**config.mk**
```make
export PLATFORM = sky130hd
export DESIGN_NAME = rle_stream_decoder
export DESIGN_NICKNAME = d
export VERILOG_FILES = /design/src/rtl/rle_stream_decoder.sv
export SDC_FILE = /design/constraint.sdc
export NUM_CORES = 1
export LEC_CHECK = 0
export BUFFER_PORTS_ARGS = -buffer_cell sky130_fd_sc_hd__buf_2
export CAP_MARGIN = 20
export CELL_PAD_IN_SITES_DETAIL_PLACEMENT = 0
export CELL_PAD_IN_SITES_GLOBAL_PLACEMENT = 1
export CORE_ASPECT_RATIO = 0.6
export CORE_MARGIN = 2
export CORE_UTILIZATION = 51
export CTS_CLUSTER_DIAMETER = 120
export DETAILED_ROUTE_END_ITERATION = 8
export GPL_TIMING_DRIVEN = 0
export PLACE_DENSITY_LB_ADDON = 0.1
export SLEW_MARGIN = 20
export SYNTH_ARGS = -nofsm -noshare
export SYNTH_HDL_FRONTEND = slang
export SYNTH_SLANG_ARGS = --single-unit
```
**constraint.sdc**
```tcl
create_clock -name sclk -period 3.35 [get_ports sclk]
set_input_delay 1.005 -clock sclk [delete_from_list [all_inputs] [get_ports sclk]]
set_output_delay 1.005 -clock sclk [all_outputs]
set_load 0.05 [all_outputs]
```
**src/rtl/rle_stream_decoder.sv**
```systemverilog
// rle_stream_decoder
//   Buffered run-length decoder. Packed {count, symbol} codewords are queued
//   in a small FIFO and each is expanded into count+1 copies of the symbol on
//   a backpressured valid/ready output stream.
//
// Ports
//   sclk        clock, rising edge
//   rst         synchronous reset, active low
//   in_valid    codeword present on in_code
//   in_code     {count[CNT_W-1:0], symbol[SYM_W-1:0]}
//   in_ready    FIFO can take a codeword this cycle (!fifo_full)
//   out_valid   out_sym holds a valid symbol
//   out_ready   consumer takes out_sym this cycle
//   out_sym     expanded symbol
//   out_last    final symbol of the current run
//   fifo_full   FIFO holds 2^FIFO_ADR_W entries
//   fifo_empty  FIFO holds no entries
//   stat_codes  (RLE_STATS_EN only) codewords popped, saturating
//   stat_syms   (RLE_STATS_EN only) output handshakes, saturating
//
// Build option: define RLE_STATS_EN to add the two statistics counters.

module rle_stream_decoder #(
  parameter int SYM_W      = 1,
  parameter int CNT_W      = 7,
  parameter int FIFO_ADR_W = 3
) (
  input  logic                   sclk,
  input  logic                   rst,
  input  logic                   in_valid,
  input  logic [CNT_W+SYM_W-1:0] in_code,
  output logic                   in_ready,
  output logic                   out_valid,
  input  logic                   out_ready,
  output logic [SYM_W-1:0]       out_sym,
  output logic                   out_last,
  output logic                   fifo_full,
  output logic                   fifo_empty
`ifdef RLE_STATS_EN
  ,
  output logic [31:0]            stat_codes,
  output logic [31:0]            stat_syms
`endif
);

  localparam int DEPTH = 1 << FIFO_ADR_W;
  localparam logic [FIFO_ADR_W:0] FULL_OCC = (FIFO_ADR_W+1)'(DEPTH);

  typedef struct packed {
    logic [CNT_W-1:0] cnt;
    logic [SYM_W-1:0] sym;
  } code_t;

  typedef enum logic {IDLE, EMIT} state_t;

  // ---------------- codeword FIFO ----------------
  code_t                 mem [DEPTH];
  logic [FIFO_ADR_W-1:0] wr_ptr, rd_ptr;
  logic [FIFO_ADR_W:0]   occ;
  logic                  fresh;
  logic                  push, pop, avail;
  code_t                 head;

  assign fifo_full  = (occ == FULL_OCC);
  assign fifo_empty = (occ == '0);
  assign in_ready   = !fifo_full;
  assign push       = in_valid && in_ready;
  assign head       = mem[rd_ptr];
  // An entry written into an empty FIFO is held back from the decoder for one
  // cycle ('fresh'); this gives the two-edge accept-to-output latency while
  // fifo_empty itself still reflects true occupancy.
  assign avail      = !fifo_empty && !fresh;

  always_ff @(posedge sclk) begin
    if (push) mem[wr_ptr] <= in_code;
  end

  always_ff @(posedge sclk) begin
    if (!rst) begin
      wr_ptr <= '0;
      rd_ptr <= '0;
      occ    <= '0;
      fresh  <= 1'b0;
    end else begin
      if (push) wr_ptr <= wr_ptr + 1'b1;
      if (pop)  rd_ptr <= rd_ptr + 1'b1;
      case ({push, pop})
        2'b10:   occ <= occ + 1'b1;
        2'b01:   occ <= occ - 1'b1;
        default: ;
      endcase
      fresh <= push && fifo_empty;
    end
  end

  // ---------------- run expander ----------------
  state_t           state, state_nx;
  logic [SYM_W-1:0] sym_reg, sym_nx;
  logic [CNT_W-1:0] rem, rem_nx;

  always_ff @(posedge sclk) begin
    if (!rst) begin
      state   <= IDLE;
      sym_reg <= '0;
      rem     <= '0;
    end else begin
      state   <= state_nx;
      sym_reg <= sym_nx;
      rem     <= rem_nx;
    end
  end

  always_comb begin
    state_nx = state;
    sym_nx   = sym_reg;
    rem_nx   = rem;
    pop      = 1'b0;
    case (state)
      IDLE: begin
        if (avail) begin
          pop      = 1'b1;
          sym_nx   = head.sym;
          rem_nx   = head.cnt;
          state_nx = EMIT;
        end
      end
      EMIT: begin
        // Nothing moves unless the consumer takes the current symbol.
        if (out_ready) begin
          if (rem != '0) begin
            rem_nx = rem - 1'b1;
          end else if (avail) begin
            // Chain straight into the next run without a bubble.
            pop    = 1'b1;
            sym_nx = head.sym;
            rem_nx = head.cnt;
          end else begin
            state_nx = IDLE;
          end
        end
      end
      default: state_nx = IDLE;
    endcase
  end

  assign out_valid = (state == EMIT);
  assign out_sym   = sym_reg;
  assign out_last  = (state == EMIT) && (rem == '0);

`ifdef RLE_STATS_EN
  always_ff @(posedge sclk) begin
    if (!rst) begin
      stat_codes <= '0;
      stat_syms  <= '0;
    end else begin
      if (pop && stat_codes != 32'hFFFF_FFFF)
        stat_codes <= stat_codes + 1'b1;
      if (out_valid && out_ready && stat_syms != 32'hFFFF_FFFF)
        stat_syms <= stat_syms + 1'b1;
    end
  end
`endif

endmodule
```
# ---- Word-level counts from Yosys, hierarchy flattened
# Memory sizes are Yosys's and may differ from the RTL's. A register that Yosys moved wholly into a read port is not among the register bits.
# Index checks and enable logic that the tools add are counted.
dict set report classes {
  addsub 5
  multipliers 0
  div_mod_pow 0
  order_cmp 0
  n_eq_ne 5
  shift 0
  muxes 20
  bitwise 1
  n_reduce_logical 12
}
# cell n
set op_table {}
lappend op_table {{2-to-1 mux 7 bit} 3}
lappend op_table {{case mux 7 bit (2 select lines)} 1}
lappend op_table {{2-to-1 mux 1 bit} 10}
lappend op_table {{case mux 4 bit (2 select lines)} 1}
lappend op_table {{zero test 7 bit} 1}
lappend op_table {{nonzero test 7 bit} 1}
lappend op_table {{subtractor 7 x 1 -> 7 bit (second input constant)} 1}
lappend op_table {{adder 3 x 1 -> 3 bit (second input constant)} 2}
lappend op_table {{2-to-1 mux 3 bit} 2}
lappend op_table {{case mux 1 bit (2 select lines)} 3}
lappend op_table {{adder 4 x 1 -> 4 bit (second input constant)} 1}
lappend op_table {{equality test 4 bit (second input constant)} 1}
lappend op_table {{logical AND 1 bit} 4}
lappend op_table {{zero test 4 bit} 1}
lappend op_table {{inequality test 2 bit (second input constant)} 2}
lappend op_table {{subtractor 4 x 1 -> 4 bit (second input constant)} 1}
lappend op_table {{zero test 1 bit} 3}
lappend op_table {{equality test 2 x 1 -> 1 bit (second input constant)} 1}
lappend op_table {{equality test 2 bit (second input constant)} 1}
lappend op_table {{AND reduction 2 bit} 1}
lappend op_table {{nonzero test 2 bit} 1}
lappend op_table {{inverter 1 bit} 1}
dict set report totals {
  regBits 20
  latch_bits 0
  ram_bits 64
  rom_bits 0
  input_bits 12
  out_inout_bits 6
  word_cells 51
  n_memories 1
}
# memory words word_bits read_ports rd_ports_with_merged_regs write_ports line
set mem_list {}
lappend mem_list {mem 8 8 1 1 1 57} ;# code_t mem [DEPTH];

# ---- Depth between registers and ports, before layout
# Gate-level depths: netlist of the first run.
dict set report depth {
  depth_word 9
  ltp_mapped 13
  mapped_depth_nobuf 13
}

# ---- Least setup slack after synthesis of the first run
# Ideal clock, no wire load.
dict set report synth_timing {
  path_kind {register to register}
  from {register occ[2]}
  to {register occ[2]}
  setup_time_ns 0.076
  arrival_ns 3.103
  required_time_ns 3.274
  slack_ns 0.171
  path_stages_with_launch 12
  path_buffers 0
  period_less_slack_ns 3.179
  path_cell_list {dfxtp_1 -> nor4_2 -> nor2_1 -> nand2_4 -> inv_2 -> ha_1 -> xor2_1 -> ha_1 -> a21oi_1 -> xor2_1 -> or3_1 -> a21boi_0}
}
dict set report synth_via {
  elab_chain_cells 9
  word_cells_on_any_way 16
  cone_classes {2 x add/sub; 3 x eq/ne; 5 x mux; 6 x reduce/logical}
}
# element line
set synth_lines {}
lappend synth_lines {{from (decl)} 59} ;# logic [FIFO_ADR_W:0] occ;
lappend synth_lines {{from (signal assigned)} 88} ;# 2'b10: occ <= occ + 1'b1;
lappend synth_lines {{from (signal assigned)} 89} ;# 2'b01: occ <= occ - 1'b1;
lappend synth_lines {{zero test 4 bit *} 65} ;# assign fifo_empty = (occ == '0);
lappend synth_lines {{net fifo_empty} 38} ;# output logic fifo_empty
lappend synth_lines {{zero test 1 bit *} 72} ;# assign avail = !fifo_empty && !fresh;
lappend synth_lines {{logical AND 1 bit *} 72}
lappend synth_lines {{2-to-1 mux 1 bit *} {120, 132}}
lappend synth_lines {{2-to-1 mux 1 bit} 130} ;# if (rem != '0) begin
lappend synth_lines {{2-to-1 mux 1 bit} 129} ;# if (out_ready) begin
lappend synth_lines {{case mux 1 bit (2 select lines) *} 118} ;# case (state)
lappend synth_lines {{equality test 2 x 1 -> 1 bit / equality test 2 bit (equally long branches)} 87} ;# case ({push, pop})
lappend synth_lines {{case mux 4 bit (2 select lines) / nonzero test 2 bit (equally long branches)} --}
# Mark *: on every way through the listed nets, which the timed path passes. The rest lies on a longest branch.
# A chain may end at the register's enable or synchronous reset.

# ---- Worst setup path after layout of the first run
dict set report layout_timing {
  from {input in_valid}
  to {register occ[2]}
}
dict set report layout_via {
  elab_chain_cells 3
  word_cells_on_any_way 5
  cone_classes {2 x eq/ne; 1 x mux; 2 x reduce/logical}
}
# element line
set layout_lines {}
lappend layout_lines {{from (decl)} 30} ;# input logic in_valid,
lappend layout_lines {{logical AND 1 bit *} 67} ;# assign push = in_valid && in_ready;
lappend layout_lines {{equality test 2 x 1 -> 1 bit / equality test 2 bit (equally long branches)} 87}
lappend layout_lines {{case mux 4 bit (2 select lines) / nonzero test 2 bit (equally long branches)} --}
# Mark *: on every way between the ends. The rest lies on a longest branch, timed or not.

==> flow_summary.yaml, run 1 <==
synth:
  yosysTopAreaCell: "edfxtp_1"
  synth_area_leaders: "edfxtp_1, dfxtp_1, mux4_2"
  yosysSeqAreaShare: 0.642
  syn_nets: 269
  synth_top_area_frac: 0.518
  synth-seq-cells: 87
  synth_warnings: 0
  synth_cells: 250
  synthesis.area_um2: 3710
  syn_area_per_cell_um2: 14.8
  synth.distinct_cells: 46
  async_flop_share: 0
  synth-edff-count: 64
  ys_dominant_reg_cell: "edfxtp_1"
global_route:
  grt.total_usage: 0.188
  grt_max_degree: 16
  grt_pass1_vias: 1995
  antenna_found_initial: 0
  grt_first_pass_wirelength_um: 10900
  grt_overflow_total: 0
critical_path:
  critPathMaxStageDelay_ns: 0.40
  critPathCaptureType: "flop"
  path_class: "in -> reg"
  crit_buf_inv: 2
  crit_arrival_ns: 3.17
  worst-path-max-fanout: 7
  crit_chain: "buf_2 -> nor2b_1 -> inv_1 -> ha_1 -> xor2_1 -> ha_1 -> a21oi_1 -> xor2_1 -> or3_1 -> a21boi_0"
  cp_top_family: "simple AND/OR/NAND/NOR gates"
  slowest_stage: "nor2b_1"
  worst_ep_required_time_ns: 3.60
  startpoint_type: "input pin"
drt:
  firstDrtPassIters: 4
  wl_per_cell_um: 18.0
  drt-total-wl_um: 6810
  drtIter0Drc: 165
  drcViolationCount: 0
  viasPerCell: 5.57
  via_count: 2106
  drtAntennaViolNets: 0
timing:
  min_period_ns: 2.92
  fin_crit_sh: 0.873
  hold_violations: 0
  finalMaxSlewViolations: 0
  finalClockSkew_ns: 0.00397
  tightest_slew_ns: 0.899
  hold_slack_ns: 0.546
  rsz0062_at_grt: "no"
  max_clock_freq_mhz: 342
  finalSetupViolCount: 0
  max_slew_margin: 0.398
power:
  leakage_uw: 0.00146
  vdd_drop_max_mv: 0.488
  p_per_area_nw_per_um2: 849
  p_comb_frac: 0.357
  clockPowerShare: 0.249
  netSwitchingPower_uw: 1260
  seqPwrFrac: 0.394
  finalPower_uw: 3600
  internal_power_uw: 2340
  switching_share: 0.350
place:
  portBuffers: 17
  place.gp.congestion: 0.758
  hpwl_um: 4630
  dp_cells: 362
finish:
  area_delta_synth_final_pct: 14.2
  fillers: 578
  ff_latch_area_um2: 2380
  n_antenna_cell: 0
  drive_gt1_frac: 0.240
  nNetsFinal: 301
  instances_no_fill: 378
  multi_input_area_um2: 1270
status:
  status: "completed"
job:
  drv_cap: 0
die:
  initial_core_util: 0.519
  core_um2: 7150
  io_pins: 18
  die_width_um: 114
  dieArea_um2: 7990
  dieHeight_um: 70.1
  rows: 24
clock_tree:
  cts_tree: "done"
  max-clock-path-buffers: 2
  cts_sinks: 87
  cts_hold_buf: 0
  cts_made_buffers: 9
  htreeDepth: 3
  cts.clk_slew.worst_paths_ns: 0.06
  clock_latency_ns: 0.33
  root_buffer: "clkbuf_16"
  postCtsSetupRepairBufs: 0
  ctsResizeCount: 0
min_path:
  hp-class: "reg -> reg"
==> cells in the final DEF, fill, tap and decap left out, drive strengths merged, types with 4 or more instances in the layout <==
| master | instances |
|---|---|
| and2 | 7 |
| nor2b | 7 |
| a21oi | 10 |
| xnor2 | 5 |
| nand2b | 4 |
| buf | 27 |
| mux2i | 11 |
| o211ai | 4 |
| edfxtp | 64 |
| xor2 | 4 |
| nand3 | 5 |
| inv | 9 |
| nor4 | 5 |
| nand3b | 4 |
| o21ai | 5 |
| nand2 | 10 |
| clkbuf | 14 |
| dfxtp | 23 |
| nor2 | 7 |
| ha | 7 |
| mux4 | 13 |
| nor3 | 7 |
==> flip-flops by register name, indices dropped and copies added, names as in the netlist, named ones only <==
register,flops
mem,64
rem,7
occ,4
rd_ptr,3
wr_ptr,3
fresh,1
out_sym,1
out_valid,1
==> logic make-up after synthesis <==
kind of cell	count (synthesis)	synth area share
fa+ha+maj	7	0.0236
flops	87	0.642
mux	27	0.118
buf+inv	17	0.0209
simple gates	64	0.103
xor+xnor	9	0.0213
compound gates	39	0.0712
==> per-layer routing <==
metal  up-vias  GRT usage  wire, um
li1       1038          -         -
met2        46      0.266      2910
met1      1018      0.274      3500
met5         -          0         0
met3         4     0.0668       357
met4         0     0.0569        40
==> through the flow <==
stage | util | setup TNS [ns] | cell area, um2 | setup slack, ns
floorplan | - | 0 | 3710 | 0.171
global placement | 0.547 | -7.06 | 3910 | -0.474
detailed placement | 0.555 | 0 | 3960 | 0.0768
CTS | 0.593 | 0 | 4240 | 0.420
global route | 0.593 | 0 | 4240 | 0.136
finish | 0.593 | 0 | 4240 | 0.425
==> final cells by class <==
cell class | count | share of cell area
sequential | 87 | 0.562
multi-input combinational | 146 | 0.301
clock buffer | 10 | 0.0540
timing repair buffer | 21 | 0.0272
tap | 91 | 0.0269
buffer | 10 | 0.0121
clock inverter | 6 | 0.0103
inverter | 7 | 0.00620
==> power by group through the flow <==
| stage | clock network (uW) | registers [uW] | logic [uW] |
|---|---|---|---|
| 5_1_grt | 967 | 1440 | 1410 |
| 4_1_cts | 925 | 1420 | 1290 |
| 3_5_place_dp | 0 | 1440 | 1280 |
| 3_3_place_gp | 0 | 1440 | 1270 |
| 6_report | 895 | 1420 | 1280 |
| 2_1_floorplan | 0 | 1450 | 971 |
==> cells in the mapped netlist (2+ instances only) <==
library cell	number
nor2b_1	7
a21oi_1	10
nand3_1	5
nand2b_1	4
mux2i_1	11
xnor2_1	5
buf_2	5
nand3b_1	4
ha_1	7
inv_1	6
nor4_1	3
nor3_1	7
o21a_1	3
and3_1	2
o211ai_1	4
dfxtp_1	23
o21ai_0	5
a21boi_0	2
and2_1	7
mux2_2	3
xor2_1	4
edfxtp_1	64
nand4_1	2
o221ai_1	3
nor2_1	7
a211oi_1	2
a31oi_1	3
mux4_2	13
clkbuf_1	4
nand2_1	9
==> worst paths after layout <==
| path | startpoint | end | slack [ns] | cells after the start |
|---|---|---|---|---|
| setup reg to reg | occ[0] | occ[2] | 0.50 | 12 |
| hold reg to reg | out_sym | out_sym | 0.55 | 2 |
| setup / recovery | in_valid | occ[2] | 0.43 | 10 |
| hold / removal | out_sym | out_sym | 0.55 | 2 |
==> worst register-to-register path: cells and delay by family (launching register included) <==
family                   cells  cell delay [ns]
AND/OR/NAND/NOR              4             0.88
adder cells (fa/ha/maj)      2             0.52
flip-flops                   1             0.47
XOR/XNOR                     2             0.25
AO/OA/AOI/OAI                2             0.33
buffers and inverters        2             0.33
(Power assumes the default switching activity.)
==> run 2: changes to the inputs <==
- CORE_UTILIZATION: 51 -> 42
- PLACE_DENSITY: not set -> 0.7
- PLACE_DENSITY_LB_ADDON: 0.1 -> not set
==> flow_summary.yaml, run 2 (synthesis gave the netlist of run 1 again) <==
status:
  status: "completed"
finish:
  area_delta_synth_final_pct: 15.8
  instances_no_fill: 398
  final_common_cell: "edfxtp_1"
  largest_reg_flops: 64
  fillers: 721
  n_antenna_cell: 0
  fin_util: 0.502
  final_area_um2: 4290
  nNetsFinal: 300
  layout_common_cells: "edfxtp_1, buf_2, dfxtp_1"
  top_regs: "mem: 64 flops, rem: 7 flops, occ: 4 flops"
  largest-register: "mem"
  drive_gt1_frac: 0.238
drt:
  wl_per_cell_um: 18.6
  drt-total-wl_um: 7390
  via_count: 2167
  drtIter0Drc: 217
  viasPerCell: 5.44
  firstDrtPassIters: 5
  drcViolationCount: 0
  drtAntennaViolNets: 0
clock_tree:
  ctsResizeCount: 0
  root_buffer: "clkbuf_16"
  cts_sinks: 87
  clock_latency_ns: 0.33
  htreeDepth: 3
  postCtsSetupRepairBufs: 0
  max-clock-path-buffers: 2
  cts_tree: "done"
  cts_made_buffers: 9
  cts.clk_slew.worst_paths_ns: 0.06
  cts_hold_buf: 0
global_route:
  grt_first_pass_wirelength_um: 11600
  grt.total_usage: 0.161
  antenna_found_initial: 0
  grt_max_degree: 15
  grt_pass1_vias: 2069
  grt_overflow_total: 0
timing:
  hold_violations: 0
  tightest_slew_ns: 0.929
  max_clock_freq_mhz: 354
  fin_crit_sh: 0.844
  min_period_ns: 2.83
  max_slew_margin: 0.379
  finalClockSkew_ns: 0.00525
  finalSetupViolCount: 0
  rsz0062_at_grt: "no"
  finalMaxSlewViolations: 0
place:
  portBuffers: 17
  dp_cells: 382
  hpwl_um: 5220
  place.gp.congestion: 0.841
  place_area_um2: 3980
critical_path:
  cp-startpoint: "in_valid"
  worstSetupEndpoint: "occ[2]"
  reg2reg_depth: 13
  r2r-end: "occ[2]"
  startpoint_type: "input pin"
  rrSetupSlack_ns: 0.59
  path_class: "in -> reg"
  crit_arrival_ns: 3.09
  worst-path-max-fanout: 7
  r2r-start: "rem[0]"
  critPathCaptureType: "flop"
  worst_ep_required_time_ns: 3.61
die:
  dieArea_um2: 9620
  dieHeight_um: 76.8
  rows: 26
  initial_core_util: 0.433
  io_pins: 18
  core_um2: 8560
  die_width_um: 125
power:
  p_per_area_nw_per_um2: 872
  leakage_uw: 0.00148
  vdd_drop_max_mv: 0.306
  finalPower_uw: 3750
job:
  drv_cap: 0
min_path:
  hp-class: "reg -> reg"
-- run 2: critical path, stage by stage --
cell and delay [ns]:
buf_2 0.08, nor2b_1 0.38, inv_1 0.26, ha_1 0.32, xor2_1 0.16, ha_1 0.19
a21oi_1 0.14, xor2_1 0.09, or3_1 0.30, a21boi_0 0.16
-- run 2: layout make-up --
type	instances	area, um2	area share
Buffer	10	51.3	0.0119
Clock buffer	9	225	0.0525
Sequential cell	87	2380	0.555
Tap cell	112	140	0.0326
Inverter	7	26.3	0.00612
Multi-Input combinational cell	146	1270	0.297
Clock inverter	7	87.6	0.0204
Timing Repair Buffer	20	105	0.0245
-- run 2: power breakdown --
part           internal, uW  total, uW  switching, uW
registers              1300       1420            124
clock network           647       1040            392
logic                   534       1280            750
total                  2480       3750           1270
-- run 2: how the worst min path moves through the flow --
stage / startpoint / to / slack [ns] / depth (start not counted)
after floorplan: wr_ptr[1] / wr_ptr[1] / 0.50 / 2
after global routing: rem[6] / rem[6] / 0.59 / 2
after global placement: wr_ptr[1] / wr_ptr[1] / 0.54 / 2
after detailed placement: out_sym / out_sym / 0.55 / 2
final: rem[6] / rem[6] / 0.56 / 2
after CTS: rem[6] / rem[6] / 0.57 / 2
-- run 2: through the flow --
stage | setup WS (ns) | hold slack [ns] | TNS (ns)
2_1_floorplan | 0.171 | 0.505 | 0
3_3_place_gp | -0.319 | 0.536 | -3.97
3_5_place_dp | 0.172 | 0.548 | 0
4_1_cts | 0.507 | 0.566 | 0
5_1_grt | 0.287 | 0.586 | 0
6_report | 0.523 | 0.557 | 0
-- run 2: metal layers --
layer / GRT usage / wire length, um
met5: 0 / 0
met4: 0.0300 / 44
met2: 0.215 / 2990
met1: 0.252 / 3930
met3: 0.0558 / 432
